**src/rtl/lockstep_fault_manager_if.sv**
```systemverilog
// Comparator/recovery-control bundle between the lockstep comparator side and the
// fault manager.
interface lockstep_fault_manager_if #(
    parameter int unsigned MAX_RETRIES = 3
);
    localparam int unsigned RW = $clog2(MAX_RETRIES + 2);

    logic          cmp_fault;
    logic          cmp_valid;
    logic          fault_clr;
    logic          core_rst_n;
    logic          cmp_mask;
    logic          irq;
    logic          failsafe;
    logic [1:0]    state;
    logic [RW-1:0] retry_cnt;
    logic [15:0]   fault_total;

    modport master (
        output cmp_fault, cmp_valid, fault_clr,
        input  core_rst_n, cmp_mask, irq, failsafe, state, retry_cnt, fault_total
    );

    modport slave (
        input  cmp_fault, cmp_valid, fault_clr,
        output core_rst_n, cmp_mask, irq, failsafe, state, retry_cnt, fault_total
    );
endinterface

```
**src/rtl/lockstep_fault_manager.sv**
```systemverilog
// Recovery controller for the triple-core lockstep cluster: resets and resyncs the
// cores on a qualified mismatch and escalates to a latched failsafe past the retry budget.
module lockstep_fault_manager #(
    parameter int unsigned RST_CYCLES    = 16,
    parameter int unsigned MASK_CYCLES   = 8,
    parameter int unsigned MAX_RETRIES   = 3,
    parameter int unsigned WINDOW_CYCLES = 1024
) (
    input  logic                      clk,
    input  logic                      rst,
    lockstep_fault_manager_if.slave   bus
);
    localparam int unsigned RW        = $clog2(MAX_RETRIES + 2);
    localparam int unsigned PHASE_MAX = (RST_CYCLES > MASK_CYCLES) ? RST_CYCLES : MASK_CYCLES;
    localparam int unsigned PW        = $clog2(PHASE_MAX + 1);
    localparam int unsigned WW        = $clog2(WINDOW_CYCLES + 1);
    localparam int unsigned TW        = 16;

    typedef enum logic [1:0] {
        ST_NORMAL   = 2'd0,
        ST_RESET    = 2'd1,
        ST_RESYNC   = 2'd2,
        ST_FAILSAFE = 2'd3
    } state_t;

    state_t        state_q,      state_d;
    logic [PW-1:0] phase_q,      phase_d;
    logic [WW-1:0] win_q,        win_d;
    logic [RW-1:0] retry_q,      retry_d;
    logic [TW-1:0] total_q,      total_d;
    logic          irq_q,        irq_d;
    logic          core_rst_n_q, core_rst_n_d;
    logic          cmp_mask_q,   cmp_mask_d;
    logic          failsafe_q,   failsafe_d;
    logic          det_c;

    // Mask is already high outside NORMAL; the state term keeps the intent explicit.
    assign det_c = bus.cmp_valid & bus.cmp_fault & ~cmp_mask_q & (state_q == ST_NORMAL);

    always_ff @(posedge clk or negedge rst) begin
        if (!rst) begin
            state_q      <= ST_NORMAL;
            phase_q      <= '0;
            win_q        <= '0;
            retry_q      <= '0;
            total_q      <= '0;
            irq_q        <= 1'b0;
            core_rst_n_q <= 1'b1;
            cmp_mask_q   <= 1'b0;
            failsafe_q   <= 1'b0;
        end else begin
            state_q      <= state_d;
            phase_q      <= phase_d;
            win_q        <= win_d;
            retry_q      <= retry_d;
            total_q      <= total_d;
            irq_q        <= irq_d;
            core_rst_n_q <= core_rst_n_d;
            cmp_mask_q   <= cmp_mask_d;
            failsafe_q   <= failsafe_d;
        end
    end

    always_comb begin
        state_d      = state_q;
        phase_d      = phase_q;
        win_d        = win_q;
        retry_d      = retry_q;
        total_d      = total_q;
        irq_d        = irq_q;
        core_rst_n_d = core_rst_n_q;
        cmp_mask_d   = cmp_mask_q;
        failsafe_d   = failsafe_q;

        // A new detection overrides a same-cycle acknowledge below.
        if (bus.fault_clr) begin
            irq_d = 1'b0;
        end

        unique case (state_q)
            ST_NORMAL: begin
                phase_d = '0;
                if (det_c) begin
                    irq_d        = 1'b1;
                    win_d        = '0;
                    core_rst_n_d = 1'b0;
                    cmp_mask_d   = 1'b1;
                    if (total_q != {TW{1'b1}}) begin
                        total_d = total_q + TW'(1);
                    end
                    if (retry_q == RW'(MAX_RETRIES)) begin
                        state_d    = ST_FAILSAFE;
                        failsafe_d = 1'b1;
                    end else begin
                        state_d = ST_RESET;
                        retry_d = retry_q + RW'(1);
                    end
                end else if (win_q == WW'(WINDOW_CYCLES - 1)) begin
                    win_d   = '0;
                    retry_d = '0;
                end else begin
                    win_d = win_q + WW'(1);
                end
            end

            ST_RESET: begin
                win_d = '0;
                if (phase_q == PW'(RST_CYCLES - 1)) begin
                    phase_d      = '0;
                    state_d      = ST_RESYNC;
                    core_rst_n_d = 1'b1;
                end else begin
                    phase_d = phase_q + PW'(1);
                end
            end

            ST_RESYNC: begin
                win_d = '0;
                if (phase_q == PW'(MASK_CYCLES - 1)) begin
                    phase_d    = '0;
                    state_d    = ST_NORMAL;
                    cmp_mask_d = 1'b0;
                end else begin
                    phase_d = phase_q + PW'(1);
                end
            end

            ST_FAILSAFE: begin
                win_d   = '0;
                phase_d = '0;
            end
        endcase
    end

    assign bus.state       = state_q;
    assign bus.retry_cnt   = retry_q;
    assign bus.fault_total = total_q;
    assign bus.irq         = irq_q;
    assign bus.core_rst_n  = core_rst_n_q;
    assign bus.cmp_mask    = cmp_mask_q;
    assign bus.failsafe    = failsafe_q;
endmodule

```
**src/flat_wrapper.sv**
```systemverilog
// flat-port wrapper written by rule: the top's interface ports become plain ports
module lockstep_fault_manager_flat 
#(
    parameter int unsigned RST_CYCLES    = 16,
    parameter int unsigned MASK_CYCLES   = 8,
    parameter int unsigned MAX_RETRIES   = 3,
    parameter int unsigned WINDOW_CYCLES = 1024
)
  (clk, rst, bus_cmp_fault, bus_cmp_valid, bus_fault_clr, bus_core_rst_n, bus_cmp_mask, bus_irq, bus_failsafe, bus_state, bus_retry_cnt, bus_fault_total);
  lockstep_fault_manager_if #(.MAX_RETRIES(MAX_RETRIES)) bus_i ();
  input  logic clk;
  input  logic rst;
  input wire logic [$bits(bus_i.cmp_fault)-1:0] bus_cmp_fault;
  input wire logic [$bits(bus_i.cmp_valid)-1:0] bus_cmp_valid;
  input wire logic [$bits(bus_i.fault_clr)-1:0] bus_fault_clr;
  output wire logic [$bits(bus_i.core_rst_n)-1:0] bus_core_rst_n;
  output wire logic [$bits(bus_i.cmp_mask)-1:0] bus_cmp_mask;
  output wire logic [$bits(bus_i.irq)-1:0] bus_irq;
  output wire logic [$bits(bus_i.failsafe)-1:0] bus_failsafe;
  output wire logic [$bits(bus_i.state)-1:0] bus_state;
  output wire logic [$bits(bus_i.retry_cnt)-1:0] bus_retry_cnt;
  output wire logic [$bits(bus_i.fault_total)-1:0] bus_fault_total;
  assign bus_i.cmp_fault = bus_cmp_fault;
  assign bus_i.cmp_valid = bus_cmp_valid;
  assign bus_i.fault_clr = bus_fault_clr;
  assign bus_core_rst_n = bus_i.core_rst_n;
  assign bus_cmp_mask = bus_i.cmp_mask;
  assign bus_irq = bus_i.irq;
  assign bus_failsafe = bus_i.failsafe;
  assign bus_state = bus_i.state;
  assign bus_retry_cnt = bus_i.retry_cnt;
  assign bus_fault_total = bus_i.fault_total;
  lockstep_fault_manager #(.RST_CYCLES(RST_CYCLES), .MASK_CYCLES(MASK_CYCLES), .MAX_RETRIES(MAX_RETRIES), .WINDOW_CYCLES(WINDOW_CYCLES)) u_core (.clk(clk), .rst(rst), .bus(bus_i));
endmodule
```
**config.mk**
```make
export PLATFORM = sky130hd
export DESIGN_NAME = lockstep_fault_manager_flat
export DESIGN_NICKNAME = d
export VERILOG_FILES = /design/src/rtl/lockstep_fault_manager_if.sv /design/src/rtl/lockstep_fault_manager.sv /design/src/flat_wrapper.sv
export SDC_FILE = /design/constraint.sdc
export NUM_CORES = 1
export LEC_CHECK = 0
export BUFFER_PORTS_ARGS = -buffer_cell sky130_fd_sc_hd__buf_2
export CAP_MARGIN = 5
export CORE_ASPECT_RATIO = 1.4
export CORE_MARGIN = 2
export CORE_UTILIZATION = 51
export CTS_CLUSTER_DIAMETER = 50
export CTS_CLUSTER_SIZE = 10
export DETAILED_ROUTE_END_ITERATION = 16
export PLACE_DENSITY = 0.75
export REMOVE_ABC_BUFFERS = 1
export SLEW_MARGIN = 10
export SYNTH_ARGS = -nofsm -noshare
export SYNTH_HDL_FRONTEND = slang
export SYNTH_SLANG_ARGS = --single-unit
export TNS_END_PERCENT = 10
```
**constraint.sdc**
```tcl
create_clock -name clk -period 1.7 [get_ports clk]
set_input_delay 0.085 -clock clk [delete_from_list [all_inputs] [get_ports clk]]
set_output_delay 0.085 -clock clk [all_outputs]
set_load 0.02 [all_outputs]
```
=== Word level (Yosys, flattened, before mapping) ===
Cells that the tools add are included.
W data, S select, Z words.

* Register bits after elaboration: 41
* Output and inout bits: 25
* Logic and storage cells: 65

* Add/subtract/negate cells: 4
* Mux-type cells: 23
* Bitwise gates (word level): 4
* Reduce and logical (&&, ||, !) cells: 13
* Eq/ne operators: 12

{| class="wikitable"
|+ Operators with widths
! kind !! count
|-
| $mux W11 || 2
|-
| $pmux W11 S2 || 1
|-
| $add A16 B1 Y16 const B || 1
|-
| $ne A16 B16 Y1 const B || 1
|-
| $pmux W5 S3 || 1
|-
| $reduce_and A3 Y1 || 5
|-
| $add A11 B1 Y11 const B || 1
|-
| $eq A11 B10 Y1 const B || 1
|-
| $mux W5 || 2
|-
| $mux W3 || 3
|-
| $mux W2 || 4
|-
| $mux W1 || 7
|-
| $ne A2 B1 Y1 const B || 3
|-
| $pmux W2 S3 || 1
|-
| $reduce_bool A2 Y1 || 3
|-
| $add A5 B1 Y5 const B || 1
|-
| $eq A5 B3 Y1 const B || 1
|-
| $eq A5 B4 Y1 const B || 1
|-
| $eq A2 B2 Y1 const B || 2
|-
| $pmux W1 S2 || 2
|-
| $reduce_and A4 Y1 || 1
|-
| $add A3 B1 Y3 const B || 1
|-
| $and A1 B1 Y1 || 3
|-
| $eq A3 B2 Y1 const B || 1
|-
| 7 further kinds || 7
|}

=== Longest topological paths before layout ===
* Word-level depth: 5
* Mapped depth: 7
* Depth with buffers taken out: 7

=== Worst setup path after synthesis ===
No wires, ideal clock.

* Path kind: reg-to-reg
* From: register u_core.state_q[0], in the netlist u_core.bus.state[0]
* To: register u_core.total_q[10], in the netlist u_core.bus.fault_total[10]
* Data required time: 1.620 ns
* Period minus slack after synthesis: 1.935 ns
* Cell stages (with the launch flop): 7
* Data arrival time: 1.855 ns
* Setup slack: -0.235 ns
* Setup time: 0.080 ns
* Path buffers: 0
* Cells stage by stage: dfrtp_1 > inv_1 > ha_1 > nand4b_4 > or4_4 > nor3_2 > xor2_1

* Longest elaborated chain between the ends: 3

{| class="wikitable"
|+ RTL lines
! what !! line !! source
|-
| from (decl) || lockstep_fault_manager.sv:26 || <nowiki>state_t state_q, state_d;</nowiki>
|-
| from (signal assigned) || lockstep_fault_manager.sv:52 || <nowiki>state_q <= state_d;</nowiki>
|-
| $logic_not A2 Y1 * || lockstep_fault_manager.sv:38, lockstep_fault_manager.sv:80 ||
|-
| $and A1 B1 Y1 || lockstep_fault_manager.sv:38 || <nowiki>assign det_c = bus.cmp_valid & bus.cmp_fault & ~cmp_mask_q & (state_q == ST_NORMAL);</nowiki>
|-
| $reduce_and A3 Y1 (no line) * || - ||
|-
| to (signal assigned) || lockstep_fault_manager.sv:56 || <nowiki>total_q <= total_d;</nowiki>
|-
| to (decl) || lockstep_fault_manager.sv:30 || <nowiki>logic [TW-1:0] total_q, total_d;</nowiki>
|}

Mark *: on every way between the ends. The rest lies on a longest branch, timed or not.
A chain may end at the register's enable or synchronous reset.

=== Worst setup path after layout ===
* From: register u_core.total_q[11], in the netlist u_core.bus.fault_total[11]
* To: register u_core.total_q[13], in the netlist u_core.bus.fault_total[13]

* Longest elaborated chain between the ends: 2
* Elaborated cells on any way between the ends: 3
* Those cells by class: 1 x add/sub; 1 x eq/ne; 1 x reduce/logical

{| class="wikitable"
|+ RTL lines
! what
|-
| branches (longest 2 deep; another with $add A16 B1 Y16)
|}

Parallel ways; which one is timed is not known.

==> run summary <==
Core Box Area: 0.00395 mm^2
Post-route cell area: 0.00271 mm^2
Critical Path AT: 1860 ps
Top Ports: 30
Status: completed
Row count: 27
Tot GR Track Use: 19.7%
Synth top area cells: dfrtp_1 48%, ha_1 7.2%, xnor2_1 4.2%, nor2_1 3.8%, nand3_1 3.1%
HPWL after DPL: 3.08 mm
Main synth FF type: dfrtp_1
Total grt overflow: 0
Antenna-violating nets left: 0
Commonest non-fill, non-tap cell in the layout: dfrtp_1
Hold path start: bus_cmp_fault
Clock Skew: 7.02 ps
Final hold violation count: 0
CP Capture Type: register
Area Growth Syn to Fin: 29.1%
Reg2reg path depth: 4
Share of the yosys chip area belonging to registers: 49.0%
Busiest grt layer: met2
Worst path cell trace: nand4_2 -> or4_4 -> nor2_2 -> mux2_1
CTS Sinks: 41
Die height: 79.9 um
First-pass GRT wire length: 6.91 mm
Startpoint Class: register
Largest area contributor in the netlist: dfrtp_1
DR iter-0 viols: 72
CP max FO: 4
Largest net degree at the start of global routing: 23
Reg clk slew, reported paths: 80 ps
Family with the most delay on the worst path: simple AND/OR/NAND/NOR gates
Initial antenna violation count: 0
Max-cap violations: 0
Leak: 1.30 nW
Maximum clock path buffer count: 2
Yosys reg bits: 41
Gpl congestion: 0.910
Critical Path Max Stage Delay: 490 ps
Crit path max-delay cell type: or4_4
Unrepaired setup endpoints after global routing: true
Cell Pwr Density: 713 mW/mm^2
Die width: 58.2 um
Starting Density: 53.1%
Min Clock Period, post-route: 1670 ps
Final Max Tran Viols: 0
Final WL: 4.17 mm
# setup viols final: 0
Max Fclk: 598 MHz
Synthesized area per cell: 10.5 um^2
CP Class: reg -> reg
FF-to-FF End: u_core.bus.fault_total[13]
First-pass DRT Iterations: 4
Synthesized cell area: 0.00210 mm^2
CTS Buf Count: 5
Ys Warns: 0
Ratio of cells with drive above 1 in the final layout: 33.1%
Final period util: 98.4%
Residual DRC: 0
Netlist cell types: 44
Antenna fix cells: 0
Worst EP required: 1890 ps
CTS Root Buffer Type: clkbuf_8
I/O Buffers: 29
GR Layer Usage met3: 3.89%
Reg2reg start: u_core.bus.fault_total[11]
H-tree levels: 2
Crit path buf inv count: 0
Slew margin rel.: 65.5%
Post-route setup slack: 27.7 ps
Reg-to-reg setup timing slack: 30 ps
Worst hold path cell count: 4
DR WL/cell: 13.6 um
CTS tree: done
Most frequent cells in the layout: 40 x dfrtp_1, 29 x buf_2, 26 x buf_4
Vias in the first global route: 1587
Async SR Flop Fraction: 100%
GR Layer Usage met2: 35.5%
Post CTS Setup Buffer Count: 0
Final nets: 279
Pre-CTS setup slack: -64.7 ps
Power Total: 1.93 mW
Hold Path End: u_core.bus.irq
Via/cell ratio: 5.41
Die ar.: 0.00465 mm^2
Post-synth EDFFs: 0
Synth top area share: 47.7%
Min-Delay Path Class: in -> reg
Least-Margin Pin Slew: 517 ps
Synthesized netlist cell count: 199
Dpl cell area: 0.00250 mm^2
Worst IR drop on VDD: 920 uV
Vias: 1656
Clk Latency, worst-skew pair: 300 ps
GR met1 Demand/Resource: 21.9%
[worst register-to-register path: stages (launching register included)]
cell	delay [ps]
dfrtp_1	400
nand4_2	190
or4_4	490
nor2_2	150
mux2_1	330
[synthesized netlist by cell type, drive strengths merged, types with 2 or more instances]
master  instances
dfrtp          40
and3            3
ha             12
nand2          11
a21oi           6
nand3          13
xor2            7
nand2b          4
nor3           12
mux2i           4
nand4b          2
nor3b           2
mux2            2
or2             2
nor2           22
o21a            3
nand4           6
or4             3
nor4            2
o31ai           2
o21ai           8
xnor2          10
inv            12
[sequential cells by signal, indices dropped and copies added, names as in the netlist]
signal / count
u_core.bus.core_rst_n: 1
u_core.bus.state: 2
u_core.bus.failsafe: 1
u_core.bus.cmp_mask: 1
u_core.phase_q: 5
u_core.bus.retry_cnt: 3
u_core.win_q: 11
u_core.bus.irq: 1
u_core.bus.fault_total: 16
[how the worst max path moves through the flow]
| stage | from | endpoint | depth (start not counted) |
|---|---|---|---|
| after floorplan | u_core.bus.state[0] | u_core.bus.fault_total[10] | 6 |
| after global placement | u_core.bus.state[0] | u_core.bus.fault_total[10] | 6 |
| after detailed placement | u_core.bus.state[0] | u_core.bus.fault_total[10] | 6 |
| after CTS | u_core.bus.state[1] | u_core.bus.fault_total[8] | 6 |
| after global routing | u_core.bus.state[1] | u_core.bus.fault_total[12] | 6 |
| final | u_core.bus.fault_total[11] | u_core.bus.fault_total[13] | 4 |
[kinds of logic after synthesis]
family,after synthesis,synth area share (%)
AOI/OAI and AO/OA,24,7.10
xor gates and xnor gates,17,7.10
adders and majority gates,12,7.16
buffers and inverters,14,2.56
DFF,41,49.0
muxes,6,2.98
and+or+nand+nor,85,24.2
[what timing repair did]
item | 4_1_cts | 5_1_grt
resized for setup | 2 | 10
pin swaps | 3 | 0
hold endpoints to repair | 22 | 0
setup endpoints to repair | 4 | 13
hold buffers | 2 | 0
[layout make-up]
| class | count | area [um^2] |
|---|---|---|
| fillers | 311 | 1240 |
| multi-input cells | 144 | 1070 |
| flip-flops and latches | 41 | 1030 |
| repair buffers | 58 | 380 |
| clock buffers | 5 | 68.8 |
| clock inverters | 3 | 65.1 |
| well taps | 43 | 53.8 |
| inverters | 12 | 45.0 |
[per-layer routing]
| layer | vias up | share of wire (%) |
|---|---|---|
| met5 | - | 0 |
| met4 | 0 | 1.9 |
| met3 | 7 | 3.5 |
| met2 | 31 | 53 |
| met1 | 795 | 41 |
| li1 | 823 | - |
[metrics by stage]
step	setup TNS [ps]	hold WS, ps	utilization [%]	cells
3_5_place_dp	-130	87.4	63.3	296
2_1_floorplan	-1070	-211	-	197
3_3_place_gp	-19.3	84.0	63.3	296
4_1_cts	-14.7	260	67.5	306
5_1_grt	-224	297	68.5	306
6_report	0	262	68.5	306
[report_power, final]
part	internal, mW	switching, mW	total [mW]
combinational	0.0112	0.0243	0.0355
sequential	0.974	0.0000000000000000245	0.974
clock	0.583	0.338	0.921
total	1.57	0.362	1.93
(Power assumes the default switching activity.)
